`config.mk`:
```
export PLATFORM = sky130hd
export DESIGN_NAME = decade_counter
export DESIGN_NICKNAME = d
export VERILOG_FILES = /design/src/rtl/decade_counter_pkg.sv /design/src/rtl/decade_counter.sv
export SDC_FILE = /design/constraint.sdc
export NUM_CORES = 1
export LEC_CHECK = 0
export ABC_AREA = 1
export CAP_MARGIN = 20
export CORE_AREA = 2 2 39 41
export CTS_BUF_LIST = sky130_fd_sc_hd__clkbuf_4
export DETAILED_ROUTE_END_ITERATION = 7
export DIE_AREA = 0 0 41 43
export DONT_BUFFER_PORTS = 1
export HOLD_SLACK_MARGIN = 0.06
export PLACE_DENSITY = 0.4
export SLEW_MARGIN = 20
export SYNTH_ARGS = -nofsm -noshare
export SYNTH_HDL_FRONTEND = slang
export SYNTH_SLANG_ARGS = --single-unit
```
`constraint.sdc`:
```
create_clock -name clk -period 1 [get_ports clk]
set_clock_uncertainty 0.05 [all_clocks]
set_input_delay 0.1 -clock clk [delete_from_list [all_inputs] [get_ports clk]]
set_output_delay 0.1 -clock clk [all_outputs]
set_load 0.03 [all_outputs]
```
`src/rtl/decade_counter_pkg.sv`:
```
// Shared defaults and count type for the decade counter.
package decade_counter_pkg;
  localparam int CNT_W   = 4;
  localparam int MAX_CNT = 9;

  typedef logic [CNT_W-1:0] cnt_t;
endpackage

```
`src/rtl/decade_counter.sv`:
```
// Modulo-(MAX_CNT+1) up-counter with count enable and async active-low reset.
// Optional terminal-count output tc is built only with DECADE_CNT_TC_EN defined.
module decade_counter
  import decade_counter_pkg::*;
#(
  parameter int CNT_W   = decade_counter_pkg::CNT_W,
  parameter int MAX_CNT = decade_counter_pkg::MAX_CNT
) (
  input  logic             clk,
  input  logic             rst,
  input  logic             en,
  output logic [CNT_W-1:0] cnt
`ifdef DECADE_CNT_TC_EN
  ,
  output logic             tc
`endif
);

  localparam logic [CNT_W-1:0] MAX_V = CNT_W'(MAX_CNT);

  if ((2 ** CNT_W) <= MAX_CNT) begin : g_bad_width
    $error("decade_counter: CNT_W too narrow for MAX_CNT");
  end

  logic [CNT_W-1:0] cnt_q, cnt_d;

  // >= also recovers an out-of-range count to 0 on the next enabled edge
  always_comb begin
    cnt_d = cnt_q;
    if (en) begin
      if (cnt_q >= MAX_V) cnt_d = '0;
      else                cnt_d = cnt_q + 1'b1;
    end
  end

  always_ff @(posedge clk or negedge rst) begin
    if (!rst) cnt_q <= '0;
    else      cnt_q <= cnt_d;
  end

  assign cnt = cnt_q;

`ifdef DECADE_CNT_TC_EN
  // High in the cycle before the wrap; feeds the en of the next digit.
  assign tc = en & (cnt_q == MAX_V);
`endif

`ifndef SYNTHESIS
  a_cnt_range: assert property (@(posedge clk) disable iff (!rst) cnt_q <= MAX_V)
    else $error("decade_counter: cnt out of range");
  a_en_known: assert property (@(posedge clk) disable iff (!rst) !$isunknown(en))
    else $error("decade_counter: en unknown while out of reset");
`endif

endmodule

```
* Word-level counts from Yosys, hierarchy flattened *
Cells that the tools add are included.

operators by class
  shifts and indexed selects = 0
  multiplexer cells = 1
  reduce and logical (&&, ||, !) cells = 0
  $mul = 0
  $lt $le $gt $ge = 1
  divide/modulo/power cells = 0
  bitwise operators = 0
  equality and inequality tests = 0
  add/sub/neg operators = 1

operators with widths
  operator             count
  $add 4x1->4 const B  1
  $ge 4x4->1 const B   1
  $mux 4               1

storage, ports and cells
  word-level logic and storage cells = 4
  output and inout bits = 4
  bits in latches = 0
  input bits = 3
  bits in writable memories = 0
  memories kept = 0
  ROM bits = 0
  register bits after elaboration = 4

* Depth between registers and ports, before layout *
Gate-level depths: netlist of the first run.

  depth in word-level cells = 2
  depth in mapped cells = 7
  depth with buffers taken out = 7

* Worst setup path before layout of the first run *
No wires, ideal clock.

  kind = flip-flop to flip-flop
  start point = register cnt_q[0], in the netlist cnt[0]
  end point = register cnt_q[1], in the netlist cnt[1]
  buffers on the path = 0
  slack = -283 ps
  data arrival time = 1,116 ps
  clock period less this slack = 1,283 ps
  library setup time = 117 ps
  cell stages (with the launch flop) = 7
  cell sequence = dfrtp_1 > inv_1 > ha_1 > nand2_1 > inv_1 > nand2_1 > nand2_1

on the way
  cells in the longest elaborated chain, start to end = 2
  elaborated cells on any way between the ends = 3
  classes of those cells = add/sub: 1; order compare: 1; mux: 1

ends and longest elaborated chain
  element                                           line                                        source
  from (decl)                                       decade_counter.sv:25                        logic [CNT_W-1:0] cnt_q, cnt_d;
  from (signal assigned)                            decade_counter.sv:38                        else cnt_q <= cnt_d;
  $add 4x1->4 / $ge 4x4->1 (equally long branches)  decade_counter.sv:32, decade_counter.sv:31
  $mux 4 *                                          decade_counter.sv:31                        if (cnt_q >= MAX_V) cnt_d = '0;

Mark *: on every way between the ends. The rest lies on a longest branch, timed or not.
A chain may end at the register's enable or synchronous reset.

* Final worst setup path of the first run *
  start point = register cnt_q[1], in the netlist cnt[1]
  end point = register cnt_q[3], in the netlist cnt[3]

Same word-level chain as after synthesis.

==> results of run 1 <==
==> tightest hold or removal path: cells and delay by family <==
family,cells,cell delay (ns)
buf+inv,1,0.03
simple gates,4,0.19
==> logic make-up after synthesis <==
logic type | share of synthesized area
buf+inv | 0.0887
flops | 0.394
fa+ha+maj | 0.148
compound gates | 0.0443
simple gates | 0.325
==> final timing paths <==
check / end / slack [ns] / cells after the start
max: cnt[3] / -0.11 / 7
min: cnt[2] / 0.08 / 5
max reg2reg: cnt[3] / -0.11 / 7
min reg2reg: cnt[0] / 0.55 / 3
max in group asynchronous: cnt[1] / 0.61 / 1
min in group asynchronous: cnt[3] / 0.10 / 1
==> cells in the mapped netlist <==
master	instances
dfrtp_1	4
ha_1	3
inv_1	6
nand2_1	15
nand2_2	1
nand3_1	1
nand3b_1	1
nor2_1	2
o21bai_2	1
==> cell type report <==
class | count | area (sq um)
clock buffers | 3 | 22.5
multi-input cells | 24 | 146
repair buffers | 11 | 101
fillers | 155 | 967
flip-flops and latches | 4 | 104
inverters | 6 | 22.5
well taps | 16 | 20.0
==> metrics by stage <==
stage	total power, mW	area [sq um]	utilization
3_3_place_gp	0.983	329	0.238
5_1_grt	1.43	417	0.301
2_1_floorplan	0.721	256	-
6_report	1.31	417	0.301
3_5_place_dp	0.991	329	0.238
4_1_cts	1.31	402	0.290
==> per-layer routing <==
layer / wire, microns / up-vias / share of wire / track usage
met1: 235 / 107 / 0.39 / 0.0779
li1: - / 129 / - / -
met3: 37 / 2 / 0.062 / 0.0471
met5: 0 / - / 0 / 0
met2: 322 / 7 / 0.54 / 0.141
met4: 4 / 0 / 0.0067 / 0.0800
==> power by group through the flow <==
| stage | clock network, mW | logic [mW] | registers, mW |
|---|---|---|---|
| after floorplan | 0 | 0.246 | 0.475 |
| final | 0.195 | 0.744 | 0.368 |
| after CTS | 0.209 | 0.742 | 0.362 |
| after global routing | 0.225 | 0.825 | 0.384 |
| after detailed placement | 0 | 0.641 | 0.350 |
| after global placement | 0 | 0.634 | 0.349 |
==> repair_timing <==
item / in CTS / in global routing
hold buffers: 2 / 1
pin swaps: 4 / 4
setup buffers: 1 / 0
gates resized for setup: 5 / 2
endpoints found under the setup margin: 5 / 7
gates cloned: 0 / 0
hold endpoints to repair: 8 / 2
==> layout by cell type, fill, tap and decap left out, drive strengths merged <==
master       netlist  final
nand2             16     16
buf                0      8
inv                6      6
dfrtp              4      4
clkbuf             0      3
dlygate4sd3        0      3
ha                 3      3
nor2               2      2
nand3              1      1
o21bai             1      1
nand3b             1      1
==> impl_metrics.ini, run 1 <==
[power]
vdd_drop_max_mv = 0.739
pwr-share-comb = 0.569
p_leak_nw = 0.226
power_density_mw_per_mm2 = 3140
p_seq_frac = 0.282
power.switching_uw = 563
internal-power_uw = 744
pwr-share-clk = 0.149
switching_share = 0.431

[placement]
place_congestion = 0.641
placed_cells = 57
dp_hpwl_microns = 451
pre_cts_ws_ns = -0.132
io_buffers = 0

[cts]
cts_tree = yes
ctsRootBufferMaster = clkbuf_4
insertion_delay_ns = 0.23
clk_path_buf_depth = 2
clock-sinks = 4
path_clk_slew_ns = 0.04
numCtsBuffers = 3
h-tree-depth = 1

[timing]
fin_crit_ns = 1.11
finalMaxSlewViolations = 0
setup_ws_ns = -0.110
setup_viol = 6
rsz0062_at_grt = yes
max_slew_margin = 0.864
holdWs_ns = 0.0783
fin_crit_sh = 1.11
tns_ns = -0.465
worst_slew_pin_slew_ns = 0.203
max_freq_ghz = 0.901
finalHoldViolCount = 0

[route]
drt-vias-per-instance = 3.83
wl_per_cell_microns = 9.36
drt_iter0_drc = 3
drt_wl_total_microns = 599
drc_errors = 0
first_pass_iters = 4
via_count = 245
antenna_left = 0

[min_path]
min_from = en
min_path_type = in2reg

[synthesis]
synth_area_leaders = dfrtp_1, nand2_1, ha_1
yosys.area.top_type_share = 0.394
synth_cell_types = 9
synth_seq_cells = 4
avgSynthCellArea_sq_um = 7.47
syn_inst = 34
yosysTopAreaCell = dfrtp_1
netlist_area_sq_um = 254
yosysWarnings = 0
syn-num-nets = 40
seq_area_frac_synth = 0.394

[global_routing]
antenna_found_initial = 0
grt_max_degree = 7
overflow = 0
grt_pass1_wl_microns = 959
grt_use_total = 0.0906
grt_pass1_vias = 234

[cells_and_area]
fin_cells = 64
n_antenna_cell = 0
syn_to_final_growth_pct = 64.0
drive_gt1_frac = 0.417
largest_reg_flops = 4
nNetsFinal = 56

[status]
status = complete, but fails checks
violations = setup timing

[floorplan]
core_sq_mm = 0.00138
rows = 14
dieHeight_microns = 43
io_pins = 7
initial_core_util = 0.184
die_x_microns = 41
design.die.area_sq_mm = 0.00176

[critical_path]
crit_start = cnt[1]
crit_type = reg2reg
arrival_ns = 1.18
critPathSlowestCell = dfrtp_2
critical_path.top_delay_family = flip-flops
required_ns = 1.07
endpoint_kind = flop
crit_path_frequent_cell = nand2_1
path_max_fanout = 4
cpPeakStageDelay_ns = 0.43
path_buf_inv = 2
path_cells = inv_2 -> ha_4 -> nor2_2 -> nand2_1 -> nand3_1 -> nand2_1 -> inv_1
cp-start-kind = flop
reg2reg_from = cnt[1]

[job]
maxCapViolCount = 0
(Power assumes the default switching activity.)
==> run 2: changes to the inputs <==
--- a/config.mk
+++ b/config.mk
@@ -16,2 +16,3 @@
 export PLACE_DENSITY = 0.4
+export SETUP_SLACK_MARGIN = 0.2
 export SLEW_MARGIN = 20
--- a/constraint.sdc
+++ b/constraint.sdc
@@ -4,2 +4,2 @@
 set_output_delay 0.1 -clock clk [all_outputs]
-set_load 0.03 [all_outputs]
+set_load 0.01 [all_outputs]
==> run 2 against run 1 <==
Against the previous run:
- sequential share of layout area decreased by 2.0 points
- non-clock buffer count unchanged
- wire length grew 5.8%
- critical path type is now reg2out
- sequential power up 4%
- highest routed layer unchanged
- the flow still finishes with violations (setup timing)
- count of clock-buffer cells in the layout increased by 1
- global-route usage grew 0.091 points
- core utilization rose by 3.0 points
- critical endpoint is now cnt[0]
- combinational power increased by 2%
==> impl_metrics.ini, run 2 (synthesis gave the netlist of run 1 again) <==
[cells_and_area]
mostFrequentLayoutCells = nand2_1, buf_6, inv_1, clkbuf_4, dfrtp_2
final_common_cell = nand2_1
largest_reg_flops = 4
nFillCells = 150
fin_cells = 65
drive_gt1_frac = 0.531
nNetsFinal = 56
syn_to_final_growth_pct = 80.3
final_cell_area_sq_um = 458
n_antenna_cell = 0

[cts]
clock-sinks = 4
h-tree-depth = 1
ctsRootBufferMaster = clkbuf_4
numCtsBuffers = 3
cts_tree = yes
path_clk_slew_ns = 0.04
clk_path_buf_depth = 2
insertion_delay_ns = 0.25

[floorplan]
dieHeight_microns = 43
io_pins = 7
design.die.area_sq_mm = 0.00176
initial_core_util = 0.184
die_x_microns = 41
core_sq_mm = 0.00138
rows = 14

[critical_path]
crit_type = reg2out
path_max_fanout = 5
required_ns = 0.85
arrival_ns = 0.94
cp-start-kind = flop
endpoint_kind = primary output

[placement]
placed_cells = 56
io_buffers = 0
placed_area_sq_um = 320
place_congestion = 0.651
dp_hpwl_microns = 424

[timing]
max_freq_ghz = 0.914
fin_crit_sh = 1.09
max_slew_margin = 0.849
worst_slew_pin_slew_ns = 0.225
tns_ns = -0.485
finalHoldViolCount = 0
setup_viol = 6
finalMaxSlewViolations = 0
setup_ws_ns = -0.0942
rsz0062_at_grt = yes
fin_crit_ns = 1.09

[power]
p_leak_nw = 0.234
vdd_drop_max_mv = 0.700
power_density_mw_per_mm2 = 3060
power_mw = 1.40

[route]
route.met2.wl_microns = 299
met3_length_microns = 40
drt-vias-per-instance = 3.98
wl_per_cell_microns = 9.75
first_pass_iters = 2
highest_layer = met4
drc_errors = 0
antenna_left = 0
drt_iter0_drc = 1
drt_wl_total_microns = 634
via_count = 259
wirelength_met1_microns = 276

[job]
maxCapViolCount = 0

[status]
status = complete, but fails checks
violations = setup timing

[global_routing]
antenna_found_initial = 0
grt_max_degree = 7
grt_use_total = 0.0915
grt_pass1_vias = 231
overflow = 0
grt_pass1_wl_microns = 1010

[min_path]
min_path_type = in2reg
-- run 2: worst max-delay path, stage by stage, from the launching register on --
cell     delay [ns]
dfrtp_2        0.45
buf_6          0.14
buf_6          0.11
-- run 2: layer usage --
layer,up-vias,GRT usage
li1,131,-
met2,8,0.122
met5,-,0
met1,117,0.120
met3,3,0.0314
met4,0,0.0600
-- run 2: stage by stage --
stage | util | hold slack (ns) | setup slack [ns]
global placement | 0.231 | -0.245 | -0.0990
floorplan | - | -0.246 | -0.0876
global route | 0.331 | 0.0642 | -0.172
CTS | 0.317 | -0.0143 | -0.102
finish | 0.331 | 0.0316 | -0.0942
detailed placement | 0.231 | -0.246 | -0.110
-- run 2: power by group --
part	switching (mW)	internal, mW	total (mW)
Combinational	0.316	0.440	0.757
Sequential	0.135	0.248	0.382
Clock	0.0841	0.178	0.262
Total	0.535	0.866	1.40
-- run 2: path summary, 6_finish.rpt --
kind                       startpoint     end  slack, ns  cells past startpoint
min                                en  cnt[2]       0.03                      4
min in group asynchronous         rst  cnt[0]       0.09                      1
min reg2reg                    cnt[3]  cnt[0]       0.57                      3
max reg2reg                    cnt[0]  cnt[1]      -0.09                      6
max                            cnt[0]  cnt[0]      -0.09                      2
max in group asynchronous         rst  cnt[3]       0.60                      1
-- run 2: cell type report --
type / instances / area [sq um] / share of cell area
tap: 16 / 20.0 / 0.0437
sequential: 4 / 105 / 0.230
timing repair buffer: 11 / 109 / 0.238
multi-input combinational: 24 / 169 / 0.369
clock buffer: 4 / 30.0 / 0.0656
inverter: 6 / 25.0 / 0.0546
-- run 2: timing repair --
action                                  in CTS  in global routing
buffers inserted                             2                  0
pin swaps                                    1                  0
gates cloned                                 0                  0
endpoints found under the setup margin       8                  8
hold buffers                                 2                  1
gates resized for setup                     14                  4
endpoints found under the hold margin        8                  3
